[src/rtl/rat_int_ctrl.sv]
`default_nettype none
// ============================================================================
// Module      : rat_int_ctrl
// Description : Interrupt controller for the RAT MCU. Latches rising edges
//               from one-shot sources, applies a CPU-written enable mask, and
//               dispatches the lowest-index enabled pending source as a timed
//               pulse on the CPU INTERRUPT input. The ISR reads status and
//               pending vectors and acknowledges through the PORT_ID/IO_STRB
//               bus.
// Revision    : 1.0 - initial release
// ============================================================================
module rat_int_ctrl #(
  parameter int         N_SRC      = 4,
  parameter logic [7:0] MASK_ID    = 8'h82,
  parameter logic [7:0] ACK_ID     = 8'h83,
  parameter logic [7:0] STATUS_ID  = 8'h22,
  parameter logic [7:0] PEND_ID    = 8'h23,
  parameter int         INT_PULSE  = 2,
  parameter int         GAP_CYCLES = 4
) (
  input  logic             clk_i,
  input  logic             rst_ni,
  input  logic [N_SRC-1:0] src_in_i,
  input  logic [7:0]       port_id_i,
  input  logic [7:0]       out_port_i,
  input  logic             io_strb_i,
  output logic [7:0]       rd_data_o,
  output logic             rd_hit_o,
  output logic             interrupt_o
);

  // One down-counter serves both the pulse width and the post-ACK gap.
  localparam int CNT_MAX = (INT_PULSE > GAP_CYCLES) ? INT_PULSE : GAP_CYCLES;
  localparam int CNT_W   = (CNT_MAX > 1) ? $clog2(CNT_MAX) : 1;
  localparam logic [CNT_W-1:0] C_PULSE_LD = CNT_W'(INT_PULSE - 1);
  localparam logic [CNT_W-1:0] C_GAP_LD   = CNT_W'(GAP_CYCLES - 1);

  typedef enum logic [1:0] {
    S_IDLE     = 2'd0,
    S_ASSERT   = 2'd1,
    S_WAIT_ACK = 2'd2,
    S_GAP      = 2'd3
  } state_t;

  state_t           state_q;
  logic [2:0]       active_id_q;
  logic [CNT_W-1:0] cnt_q;
  logic             interrupt_q;
  logic [N_SRC-1:0] src_d_q;
  logic [N_SRC-1:0] pend_q;
  logic [N_SRC-1:0] pend_d;
  logic [N_SRC-1:0] mask_q;
  logic [N_SRC-1:0] clr;
  logic [N_SRC-1:0] req;
  logic [2:0]       enc_id;
  logic             mask_wr;
  logic             ack_wr;

  // Bus decode, priority encode (lowest index wins) and pending next-state.
  always_comb begin
    mask_wr = io_strb_i && (port_id_i == MASK_ID);
    ack_wr  = io_strb_i && (port_id_i == ACK_ID) &&
              ((state_q == S_ASSERT) || (state_q == S_WAIT_ACK));
    req     = pend_q & mask_q;
    enc_id  = 3'd0;
    for (int i = N_SRC - 1; i >= 0; i--) begin
      if (req[i]) enc_id = 3'(i);
    end
    clr = '0;
    for (int i = 0; i < N_SRC; i++) begin
      clr[i] = ack_wr && (active_id_q == 3'(i));
    end
    // A fresh edge overrides a same-cycle clear so that edge is not lost.
    pend_d = (pend_q & ~clr) | (src_in_i & ~src_d_q);
  end

  // Edge capture, pending latch and enable mask register.
  always_ff @(posedge clk_i or negedge rst_ni) begin
    if (!rst_ni) begin
      src_d_q <= '0;
      pend_q  <= '0;
      mask_q  <= '0;
    end else begin
      src_d_q <= src_in_i;
      pend_q  <= pend_d;
      if (mask_wr) mask_q <= out_port_i[N_SRC-1:0];
    end
  end

  // Dispatch FSM: pulse INTERRUPT, wait for ACK, then hold off for the gap.
  always_ff @(posedge clk_i or negedge rst_ni) begin
    if (!rst_ni) begin
      state_q     <= S_IDLE;
      active_id_q <= 3'd0;
      cnt_q       <= '0;
      interrupt_q <= 1'b0;
    end else begin
      case (state_q)
        S_IDLE: begin
          if (|req) begin
            active_id_q <= enc_id;
            cnt_q       <= C_PULSE_LD;
            interrupt_q <= 1'b1;
            state_q     <= S_ASSERT;
          end
        end
        S_ASSERT: begin
          if (ack_wr) begin
            interrupt_q <= 1'b0;
            cnt_q       <= C_GAP_LD;
            state_q     <= S_GAP;
          end else if (cnt_q == '0) begin
            interrupt_q <= 1'b0;
            state_q     <= S_WAIT_ACK;
          end else begin
            cnt_q <= cnt_q - CNT_W'(1);
          end
        end
        S_WAIT_ACK: begin
          if (ack_wr) begin
            interrupt_q <= 1'b0;
            cnt_q       <= C_GAP_LD;
            state_q     <= S_GAP;
          end
        end
        S_GAP: begin
          if (cnt_q == '0) state_q <= S_IDLE;
          else             cnt_q   <= cnt_q - CNT_W'(1);
        end
        default: begin
          interrupt_q <= 1'b0;
          state_q     <= S_IDLE;
        end
      endcase
    end
  end

  // Combinational read port for the status and pending registers.
  always_comb begin
    rd_hit_o  = (port_id_i == STATUS_ID) || (port_id_i == PEND_ID);
    rd_data_o = 8'h00;
    if (port_id_i == STATUS_ID) begin
      rd_data_o = {(state_q != S_IDLE), 4'b0000, active_id_q};
    end else if (port_id_i == PEND_ID) begin
      rd_data_o[N_SRC-1:0] = pend_q;
    end
  end

  assign interrupt_o = interrupt_q;

endmodule
`default_nettype wire

[config.mk]
export PLATFORM = sky130hd
export DESIGN_NAME = rat_int_ctrl
export DESIGN_NICKNAME = d
export VERILOG_FILES = /design/src/rtl/rat_int_ctrl.sv
export SDC_FILE = /design/constraint.sdc
export NUM_CORES = 1
export LEC_CHECK = 0
export BUFFER_PORTS_ARGS = -buffer_cell sky130_fd_sc_hd__buf_2
export CAP_MARGIN = 20
export CORE_UTILIZATION = 45
export CTS_CLUSTER_SIZE = 12
export DETAILED_ROUTE_END_ITERATION = 10
export PLACE_DENSITY = 0.69
export REMOVE_ABC_BUFFERS = 1
export SLEW_MARGIN = 30
export SYNTH_ARGS = -nofsm -noshare
export SYNTH_HDL_FRONTEND = slang
export SYNTH_SLANG_ARGS = --single-unit
[constraint.sdc]
create_clock -name clk_i -period 2.55 [get_ports clk_i]
set_clock_uncertainty 0.1 [all_clocks]
set_input_delay 0.51 -clock clk_i [delete_from_list [all_inputs] [get_ports clk_i]]
set_output_delay 0.51 -clock clk_i [all_outputs]
set_load 0.02 [all_outputs]
# == Word-level counts from Yosys, hierarchy flattened ==
# Cells that the tools add are included.
# totals
input_bits,23
out_inout_bits,10
wordCells,68
ff_bits,20
# op_classes
addsub,1
reduce_logical,19
n_mux,21
n_eq_ne,14
n_bitwise,6
# ops
cell,count
$mux W2,10
$eq A8 B6 Y1 const B,2
$eq A8 B8 Y1 const B,2
$pmux W2 S4,2
$and A4 B4 Y4,3
$mux W4,3
$not A4 Y4,2
$reduce_and A4 Y1,2
$logic_and A1 B1 Y1,7
$eq A3 B2 Y1 const B,2
$ne A2 B2 Y1 const B,3
$eq A2 B2 Y1 const B,2
$logic_not A2 Y1,2
$mux W1,4
$or A4 B4 Y4,1
$reduce_and A2 Y1,2
$reduce_or A4 Y1,1
$eq A3 B1 Y1 const B,1
$logic_not A3 Y1,1
$mux W3,1
$ne A3 B2 Y1 const B,1
$pmux W1 S3,1
$reduce_bool A3 Y1,1
$eq A2 B1 Y1 const B,1
3 further kinds,4

# == Logic depth before layout (Yosys ltp) ==
# Gate-level depths: netlist (run 1).
# depth
depth_word,7
depth_mapped,7
depth_no_buf,7

# == Worst setup path before layout (run 1) ==
# No wires, ideal clock.
# synth_path
kind,input to output
startpoint,input port_id_i[4]
endpoint,output rd_data_o[2]
path_stages,5
slack_ns,0.329
t_required_ns,1.940
n_path_buf,0
arrival_time_ns,1.611
cell_sequence,nor2_1 nand3_1 or3b_2 inv_1 and3_1
# synth_via
elab_chain_len,3
word_cells_on_any_way,4
cone_classes,eq/ne (2); mux (2)
# synth_lines
item,line_no,source
"start, declared",24,"input logic [7:0] port_id_i,"
$eq A8 B6 Y1,144,end else if (port_id_i == PEND_ID) begin
$mux W4,144,
$mux W4 (*),142,if (port_id_i == STATUS_ID) begin
"end, declared",27,"output logic [7:0] rd_data_o,"
# Mark *: on every way between the ends. The rest lies on a longest branch, timed or not.

# == Worst setup path after layout (run 1) ==
# layout_path
startpoint,input port_id_i[4]
endpoint,output rd_data_o[3]
# Same word-level chain as after synthesis.

==> summary.txt, run 1 <==
Run status
  – Status: completed

Timing
  – Hold Vio Cnt, Final: 0
  – Final Cycle Share: 91.15%
  – Final Max Slew Viols: 0
  – Setup tns final: 0 ns
  – Endpoints failing setup: 0
  – Unrepaired setup endpoints after global routing: no
  – Max frequency: 0.4302 GHz
  – Tmin final: 2.324 ns

Synthesis
  – Post-Synthesis Cells: 104
  – Yosys warns: 0
  – Synth cell count leaders: dfrtp_1, nor2_1, inv_1
  – Primary FF master, synth: dfrtp_1
  – Synth top area share: 45.51%
  – Fraction of registers with async set/reset: 100.0%
  – Yosys top cell by area: dfrtp_1
  – Post-synthesis register bit count: 19
  – Most frequent cell after synthesis: dfrtp_1
  – Post-synth EDFFs: 0
  – Synth cell types: 33
  – Netlist Area Pre-Place: 0.001045 mm²
  – Register area share after synthesis: 45.51%
  – Synthesized area per cell: 10.05 µm²
  – Top post-synthesis cells by area: dfrtp_1, ha_1, mux2_2, nor2_1, inv_1

Drt
  – Routed vias: 853
  – DRC: 0
  – WL/cell: 12.54 µm
  – Iteration-0 DRC Markers: 6
  – Pre-Repair DR Iteration Count: 4
  – Post-Route WL: 1.994 mm
  – ANT nets after route: 0
  – Routed vias/inst: 5.365

Clock network
  – Clk pin slew, worst setup/hold paths: 0.10 ns
  – Postcts setup bufs: 0
  – Resized Gates After CTS: 0
  – Num CTS Buffers: 3
  – Sink Count: 19
  – CTS Root Cell: clkbuf_4
  – Clock buffer depth: 2
  – Clock Latency Late Sink: 0.29 ns
  – H-tree levels: 1
  – CTS tree: yes
  – Hold Buf Count CTS: 0

Power
  – Sw Share: 38.75%
  – Clock power frac: 15.3%
  – Maximum vdd ir drop: 487.6 µV
  – Seq pwr share: 42.1%
  – PD cells: 812.7 mW/mm²
  – Cell-internal power: 0.0006035 W
  – Leakage: 0.6053 nW
  – Logic pwr share: 42.5%
  – Psw: 0.0003818 W

Run
  – Max-cap violations: 0

Global route
  – Initial antenna violation count: 0
  – Grt total ovfl: 0
  – Vias in the first global route: 743
  – Maximum number of pins on one net before global-route repair: 20
  – Global-route wire length before repair: 3.305 mm
  – Overall routing resource usage: 17.86%

Die
  – Starting Density: 47.69%
  – Core area: 0.002191 mm²
  – Row Count: 17
  – Die Wd: 50.19 µm
  – Num ports: 33
  – Die area: 0.002519 mm²
  – Die Y: 50.19 µm

Layout
  – Post-route non-filler standard cell count: 159
  – Area grow syn2layout: 16.05%
  – Share of cells above drive strength 1: 28.24%
  – Number of diodes: 0
  – Final nets: 160

Placed design
  – Port bufs: 25
  – Dpl cells: 155
  – GPL Wtd Cong: 0.8254
  – HPWL Detailed: 1.586 mm

Setup path
  – CP required: 1.94 ns
  – Crit. End Element: output port
  – Crit path kind: input pin to output port
  – Worst setup SP type: input pin
  – WP data arrival: 1.71 ns
  – CP max FO: 4

Min path
  – Hold WC Path Type: input pin to async pin
[registers in the layout (all words and copies together) (netlist names)]
| signal | count |
|---|---|
| active_id_q | 2 |
| cnt_q | 2 |
| interrupt_o | 1 |
| mask_q | 4 |
| pend_q | 4 |
| src_d_q | 4 |
| state_q | 2 |
[layer usage]
layer  track usage, %  vias up  share of wire [%]
met4            12.38        0                2.4
met2            27.11       22                 45
met1            23.00      406                 48
li1                 -      420                  -
met5                0        -                  0
met3            3.030        5                4.3
[power groups by stage]
| stage | clock network, W | logic [W] | registers, W |
|---|---|---|---|
| 2_1_floorplan | 0 | 0.000305 | 0.000416 |
| 3_3_place_gp | 0 | 0.000394 | 0.000416 |
| 3_5_place_dp | 0 | 0.000416 | 0.000421 |
| 4_1_cts | 0.000158 | 0.000421 | 0.000414 |
| 5_1_grt | 0.000172 | 0.000470 | 0.000423 |
| 6_report | 0.000151 | 0.000419 | 0.000415 |
[cell families after synthesis]
group | count (synthesis) | synth area share [%]
flops | 19 | 45.51
compound gates | 24 | 15.33
fa+ha+maj | 5 | 5.988
simple gates | 33 | 19.04
buf+inv | 15 | 6.467
other cells | 1 | 0.3589
mux | 7 | 7.305
[stage by stage]
| stage | hold WS, ns | setup WS (ns) | power (W) | util [%] | instance area, µm² |
|---|---|---|---|---|---|
| detailed placement | 0.3128 | 0.2189 | 0.0008371 | 54.14 | 1186 |
| floorplan | 0.1144 | 0.3290 | 0.0007203 | - | 1026 |
| finish | 0.03146 | 0.2257 | 0.0009853 | 55.34 | 1212 |
| global route | 0.04863 | 0.1375 | 0.001066 | 55.34 | 1212 |
| global placement | 0.3034 | 0.2553 | 0.0008098 | 54.14 | 1186 |
| CTS | 0.04460 | 0.2149 | 0.0009929 | 55.34 | 1212 |
[worst paths after layout]
kind / startpoint / endpoint / slack (ns) / depth (start not counted)
max in group asynchronous: rst_ni / pend_q[3] / 2.02 / 1
min in group clk_i: src_in_i[0] / src_d_q[0] / 0.23 / 1
worst max-delay path: port_id_i[4] / rd_data_o[3] / 0.23 / 7
worst min register to register: src_d_q[3] / pend_q[3] / 0.32 / 1
worst max register to register: state_q[0] / state_q[0] / 0.48 / 7
worst min-delay path: rst_ni / src_d_q[1] / 0.03 / 1
[final cells by class]
| cell class | instances | area (µm²) |
|---|---|---|
| fill | 201 | 978.4 |
| multi-input combinational | 72 | 509.2 |
| sequential | 19 | 475.5 |
| timing repair buffer | 25 | 125.1 |
| inverter | 11 | 41.29 |
| tap | 28 | 35.03 |
| clock buffer | 4 | 26.28 |
[layout by cell type, fill, tap and decap left out]
cell type / n
or3_1: 1
nor3_1: 2
a21oi_1: 4
nand4_1: 1
dfrtp_1: 19
nand2b_1: 1
clkbuf_4: 3
or3b_2: 1
a21o_1: 1
nor4b_4: 1
o21ai_0: 6
nand2_1: 4
mux2_2: 5
nand3_1: 2
conb_1: 3
inv_1: 11
and2_1: 1
nor3b_1: 1
mux2i_1: 2
a211oi_1: 1
nor2_1: 12
buf_2: 25
and3_1: 2
a32oi_1: 1
clkbuf_1: 1
a31oi_1: 2
o2bb2ai_1: 1
ha_1: 5
nand3b_1: 1
and4bb_2: 2
a221o_1: 1
o31ai_1: 5
nand4b_1: 1
a22o_1: 2
[worst max-delay path, stage by stage]
cell and delay, ns:
buf_2 0.12, nor2_1 0.10, nand3_1 0.07, or3b_2 0.50, inv_1 0.11, and3_1 0.15
buf_2 0.15
No activity file was read; power rests on OpenSTA's default activity.
==> run 2, diff against run 1 <==
==> constraint.sdc (replaced) <==
create_clock -name clk_i -period 2.55 [get_ports clk_i]
set_clock_uncertainty 0.1 [all_clocks]
set_input_delay 0.3825 -clock clk_i [delete_from_list [all_inputs] [get_ports clk_i]]
set_output_delay 0.3825 -clock clk_i [all_outputs]
set_load 0.02 [all_outputs]
==> run 2 against run 1 <==
Compared with the run above: cell count up 0.63%; critical path depth is the same; largest cell class unchanged; register-to-register slack about the same; routed wire length up 4.3%; sequential power hardly changed; setup slack gained 0.23 ns; clock power barely moved; total power grew 0.24%; count of clock-buffer cells in the layout fell by 1; core utilization grew 0.51 points.
==> summary.txt, run 2 (synthesized netlist as in run 1, its figures left out) <==
Run status
  – Status: completed

Clock network
  – Clock Latency Late Sink: 0.29 ns (about the same)
  – H-tree levels: 1 (unchanged)
  – Clk pin slew, worst setup/hold paths: 0.11 ns (about the same)
  – Sink Count: 19 (unchanged)
  – CTS Root Cell: clkbuf_4
  – Num CTS Buffers: 3 (unchanged)
  – CTS tree: yes
  – Clock buffer depth: 2 (unchanged)
  – Resized Gates After CTS: 0 (unchanged)

Setup path
  – R2r endpoint: state_q[0]
  – CP required: 2.07 ns (+0.13 ns)
  – Worst setup SP type: input pin
  – Crit Reg-Reg Startpoint: state_q[0]
  – Crit. End Element: output port
  – CP max FO: 4 (unchanged)
  – WP data arrival: 1.61 ns (-0.10 ns)
  – Worst-case reg-to-reg path depth: 7 (unchanged)
  – Worst R2R Setup Slack: 0.49 ns (about the same)
  – Worst setup path end: rd_data_o[3]
  – Crit path kind: input pin to output port
  – Critical path startpoint: port_id_i[4]

Power
  – Psw: 0.0003855 W (+0.96%)
  – Leakage: 0.6122 nW (+1.1%)
  – Logic pwr share: 42.6% (about the same)
  – Sw Share: 39.03% (+0.28 points)
  – Final Power: 0.0009877 W (+0.24%)
  – Maximum vdd ir drop: 413.6 µV (-15%)
  – PD cells: 807.1 mW/mm² (-0.68%)
  – Seq pwr share: 41.9% (-0.2 points)
  – Cell-internal power: 0.0006022 W (-0.22%)
  – Clock power frac: 15.5% (+0.2 points)

Timing
  – Unrepaired setup endpoints after global routing: no
  – Final Cycle Share: 82.15% (-9.0 points)
  – Final Max Slew Viols: 0 (unchanged)
  – Hold Vio Cnt, Final: 0 (unchanged)
  – Endpoints failing setup: 0 (unchanged)
  – Final WS setup: 0.4552 ns (+0.2295 ns)
  – Max frequency: 0.4774 GHz (+11%)
  – Tmin final: 2.095 ns (-0.2295 ns)
  – Setup tns final: 0 ns (unchanged)

Drt
  – Routed vias: 860 (+0.82%)
  – Routed vias/inst: 5.375 (+0.19%)
  – Pre-Repair DR Iteration Count: 4 (unchanged)
  – Post-Route WL: 2.079 mm (+4.3%)
  – DRC: 0 (unchanged)
  – ANT nets after route: 0 (unchanged)
  – WL/cell: 12.99 µm (+3.6%)
  – Iteration-0 DRC Markers: 20 (+14)

Layout
  – Area grow syn2layout: 17.13%
  – Top flop regs: mask_q (4), pend_q (4), src_d_q (4)
  – Most frequent cells in the layout: buf_2, dfrtp_1, nor2_1
  – Share of cells above drive strength 1: 28.79% (+0.54 points)
  – Post-route core utilization: 55.85% (+0.51 points)
  – Number of diodes: 0 (unchanged)
  – Fin area: 0.001224 mm² (+0.93%)
  – Final nets: 161 (+0.63%)
  – Commonest non-fill, non-tap cell in the layout: buf_2

Global route
  – Overall routing resource usage: 18.83% (+0.97 points)
  – Global-route wire length before repair: 3.484 mm (+5.4%)
  – Grt total ovfl: 0 (unchanged)
  – Initial antenna violation count: 0 (unchanged)
  – Maximum number of pins on one net before global-route repair: 20 (unchanged)
  – Vias in the first global route: 802 (+7.9%)

Placed design
  – HPWL Detailed: 1.607 mm (+1.3%)
  – GPL Wtd Cong: 0.8287 (+0.40%)
  – Pre-CTS setup slack: 0.4516 ns (+0.2327 ns)
  – DP Area: 0.001186 mm² (unchanged)
  – Port bufs: 25 (unchanged)

Die
  – Core area: 0.002191 mm² (unchanged)
  – Die Y: 50.19 µm (unchanged)
  – Num ports: 33 (unchanged)
  – Row Count: 17 (unchanged)
  – Starting Density: 47.69% (unchanged)
  – Die Wd: 50.19 µm (unchanged)
  – Die area: 0.002519 mm² (unchanged)

Min path
  – Hold WC Path Type: input pin to register
  – WHS Path Cells: 1

Run
  – Max-cap violations: 0 (unchanged)
## run 2: how the worst min path moves through the flow
stage / endpoint / slack (ns) / start
2_1_floorplan: active_id_q[0] / -0.01 / rst_ni
3_3_place_gp: src_d_q[1] / 0.24 / rst_ni
3_5_place_dp: mask_q[2] / 0.24 / rst_ni
4_1_cts: src_d_q[2] / 0.09 / src_in_i[2]
5_1_grt: src_d_q[2] / 0.07 / src_in_i[2]
6_report: src_d_q[2] / 0.1 / src_in_i[2]
## run 2: repair_timing
action,4_1_cts,5_1_grt
buffers inserted,0,0
hold buffers,1,0
hold endpoints to repair,19,0
## run 2: critical path: stages
cell and delay (ns):
buf_2 0.12, nor2_1 0.10, nand3_1 0.07, or3b_2 0.50, inv_1 0.11, and3_1 0.16
buf_2 0.16
## run 2: power by group through the flow
stage               Sequential (W)  Clock (W)  Combinational, W
CTS                       0.000414   0.000156          0.000417
detailed placement        0.000420          0          0.000412
finish                    0.000414   0.000153          0.000420
global placement          0.000416          0          0.000394
floorplan                 0.000416          0          0.000305
global route              0.000424   0.000178          0.000473
## run 2: layout make-up
type / instances / area, µm²
Inverter: 11 / 41.29
Clock inverter: 1 / 5.005
Fill cell: 201 / 967.2
Multi-Input combinational cell: 72 / 509.2
Sequential cell: 19 / 475.5
Timing Repair Buffer: 26 / 135.1
Clock buffer: 3 / 22.52
Tap cell: 28 / 35.03
## run 2: per-layer routing
metal  share of wire [%]  routed length, µm  GRT usage, %  vias to the layer above
met5                   0                  0             0                        -
met4                 1.4                 29         11.43                        0
met3                 6.1                127         4.545                        4
met2                  45                941         29.11                       32
met1                  47                980         23.59                      402
li1                    -                  -             -                      422
## run 2: metrics by stage
| step | instances | hold WS, ns |
|---|---|---|
| detailed placement | 155 | 0.2446 |
| global placement | 155 | 0.2390 |
| CTS | 160 | 0.08914 |
| floorplan | 102 | -0.01309 |
| global route | 160 | 0.06574 |
| finish | 160 | 0.09613 |
==> run 3, diff against run 2 <==
- clock period: 2.55 -> 1.95 ns (I/O delays scaled with it)
==> run 3 against run 2 <==
Compared with the run above: core utilization grew 4.4 points; sequential power grew 27%; critical path type is now register to register; sequential share of layout area down 2.8 points; cell count is 5.6% higher; combinational power up 61%; register-to-register slack worse by 0.42 ns; critical endpoint is now state_q[1]; setup slack got worse by 0.38 ns; die area is the same.
==> summary.txt, run 3 (synthesized netlist as in run 1, its figures left out) <==
Run status
  – Status: completed

Die
  – Die Y: 50.19 µm (unchanged)
  – Starting Density: 47.69% (unchanged)
  – Core area: 0.002191 mm² (unchanged)
  – Row Count: 17 (unchanged)
  – Num ports: 33 (unchanged)
  – Die Wd: 50.19 µm (unchanged)
  – Die area: 0.002519 mm² (unchanged)

Drt
  – WL/cell: 13.00 µm (about the same)
  – ANT nets after route: 0 (unchanged)
  – Pre-Repair DR Iteration Count: 4 (unchanged)
  – Routed vias/inst: 5.349 (-0.48%)
  – Routed vias: 904 (+5.1%)
  – Iteration-0 DRC Markers: 18 (-10%)
  – DRC: 0 (unchanged)
  – Post-Route WL: 2.197 mm (+5.7%)

Global route
  – Initial antenna violation count: 0 (unchanged)
  – Overall routing resource usage: 18.65% (-0.18 points)
  – Grt total ovfl: 0 (unchanged)
  – Maximum number of pins on one net before global-route repair: 20 (unchanged)
  – Global-route wire length before repair: 3.512 mm (+0.80%)
  – Vias in the first global route: 834 (+4.0%)

Layout
  – Post-route core utilization: 60.25% (+4.4 points)
  – Commonest non-fill, non-tap cell in the layout: buf_2
  – Top flop regs: mask_q (4), pend_q (4), src_d_q (4)
  – Number of diodes: 0 (unchanged)
  – Most frequent cells in the layout: buf_2, dfrtp_1, nor2_1
  – Share of cells above drive strength 1: 31.21% (+2.4 points)
  – Fill cells: 182 (-9.5%)
  – Area grow syn2layout: 26.35%
  – Final nets: 170 (+5.6%)

Setup path
  – CP Buf/Inv Count: 2 (-1)
  – Crit-path slowest cell: dfrtp_1
  – Worst-path cell chain: inv_1 > buf_4 > ha_1 > nor2_1 > nor2_1 > a221o_1 > mux2_2
  – Cell repeated most along the worst path: nor2_1
  – WP data arrival: 1.97 ns (+0.36 ns)
  – CP top delay family: flip-flops
  – CP peak stage delay: 0.36 ns (-0.14 ns)
  – Crit. End Element: register
  – CP required: 2.04 ns (-0.03 ns)
  – Worst setup SP type: register
  – CP max FO: 3 (-1)
  – Crit path kind: register to register

Timing
  – Max frequency: 0.5330 GHz
  – Setup tns final: 0 ns (unchanged)
  – Final Max Slew Viols: 0 (unchanged)
  – Tmin final: 1.876 ns
  – Unrepaired setup endpoints after global routing: yes
  – Endpoints failing setup: 0 (unchanged)
  – Hold Vio Cnt, Final: 0 (unchanged)
  – Final Cycle Share: 96.22%

Clock network
  – Clock Latency Late Sink: 0.29 ns (about the same)
  – CTS tree: yes
  – Clk pin slew, worst setup/hold paths: 0.11 ns (about the same)
  – H-tree levels: 1 (unchanged)
  – CTS Root Cell: clkbuf_4
  – Sink Count: 19 (unchanged)
  – Clock buffer depth: 2 (unchanged)
  – Postcts setup bufs: 0 (unchanged)
  – Num CTS Buffers: 3 (unchanged)

Run
  – Max-cap violations: 0 (unchanged)

Placed design
  – HPWL Detailed: 1.698 mm (+5.7%)
  – GPL Wtd Cong: 0.8719 (+5.2%)
  – Port bufs: 25 (unchanged)

Min path
  – Hold WC Path Type: input pin to register

Power
  – Maximum vdd ir drop: 615.7 µV (+49%)
  – Leakage: 0.6516 nW (+6.4%)
  – PD cells: 1063 mW/mm² (+32%)
## run 3: layer usage
layer | global-route usage [%] | vias up | wire length, µm | share of wire [%]
li1 | - | 437 | - | -
met1 | 23.05 | 433 | 1010 | 46
met2 | 30.89 | 28 | 1061 | 48
met3 | 2.727 | 6 | 85 | 3.9
met4 | 10.48 | 0 | 40 | 1.8
met5 | 0 | - | 0 | 0
## run 3: power breakdown
part	total [W]	leakage [nW]	switching, W	internal (W)
Sequential	0.000525	0.224	0.0000547	0.000470
Clock	0.000200	0.0150	0.000120	0.0000796
Combinational	0.000678	0.413	0.000356	0.000321
## run 3: final timing paths
kind,start,endpoint,cells past startpoint,slack (ns)
worst max-delay path,state_q[1],state_q[1],7,0.07
worst min-delay path,out_port_i[3],mask_q[3],2,0.13
worst max register to register,state_q[1],state_q[1],7,0.07
worst min register to register,src_d_q[3],pend_q[3],1,0.33
max in group asynchronous,rst_ni,mask_q[0],2,1.10
min in group asynchronous,rst_ni,state_q[0],2,0.35
## run 3: stage by stage
step | power (W) | setup WS, ns | std cells | hold WS [ns] | cell area [µm²]
after floorplan | 0.0009419 | 0.1015 | 102 | -0.1031 | 1026
after global routing | 0.001510 | -0.02113 | 169 | 0.1142 | 1320
final | 0.001403 | 0.07375 | 169 | 0.1273 | 1320
after detailed placement | 0.001157 | 0.03288 | 160 | 0.1575 | 1224
after CTS | 0.001359 | 0.004238 | 165 | 0.002365 | 1260
after global placement | 0.001125 | 0.07762 | 160 | 0.1479 | 1224
## run 3: area by class of cell
class	count	area (µm²)	share of cell area, %
Inverter	11	41.29	3.128
Timing Repair Buffer	35	212.7	16.11
Tap cell	28	35.03	2.654
Multi-Input combinational cell	72	529.3	40.09
Clock buffer	4	26.28	1.991
Sequential cell	19	475.5	36.02
## run 3: repair_timing
item | 4_1_cts | 5_1_grt
endpoints found under the hold margin | 19 | 4
gates resized for setup | 0 | 3
setup endpoints to repair | 0 | 5
hold buffers | 1 | 4
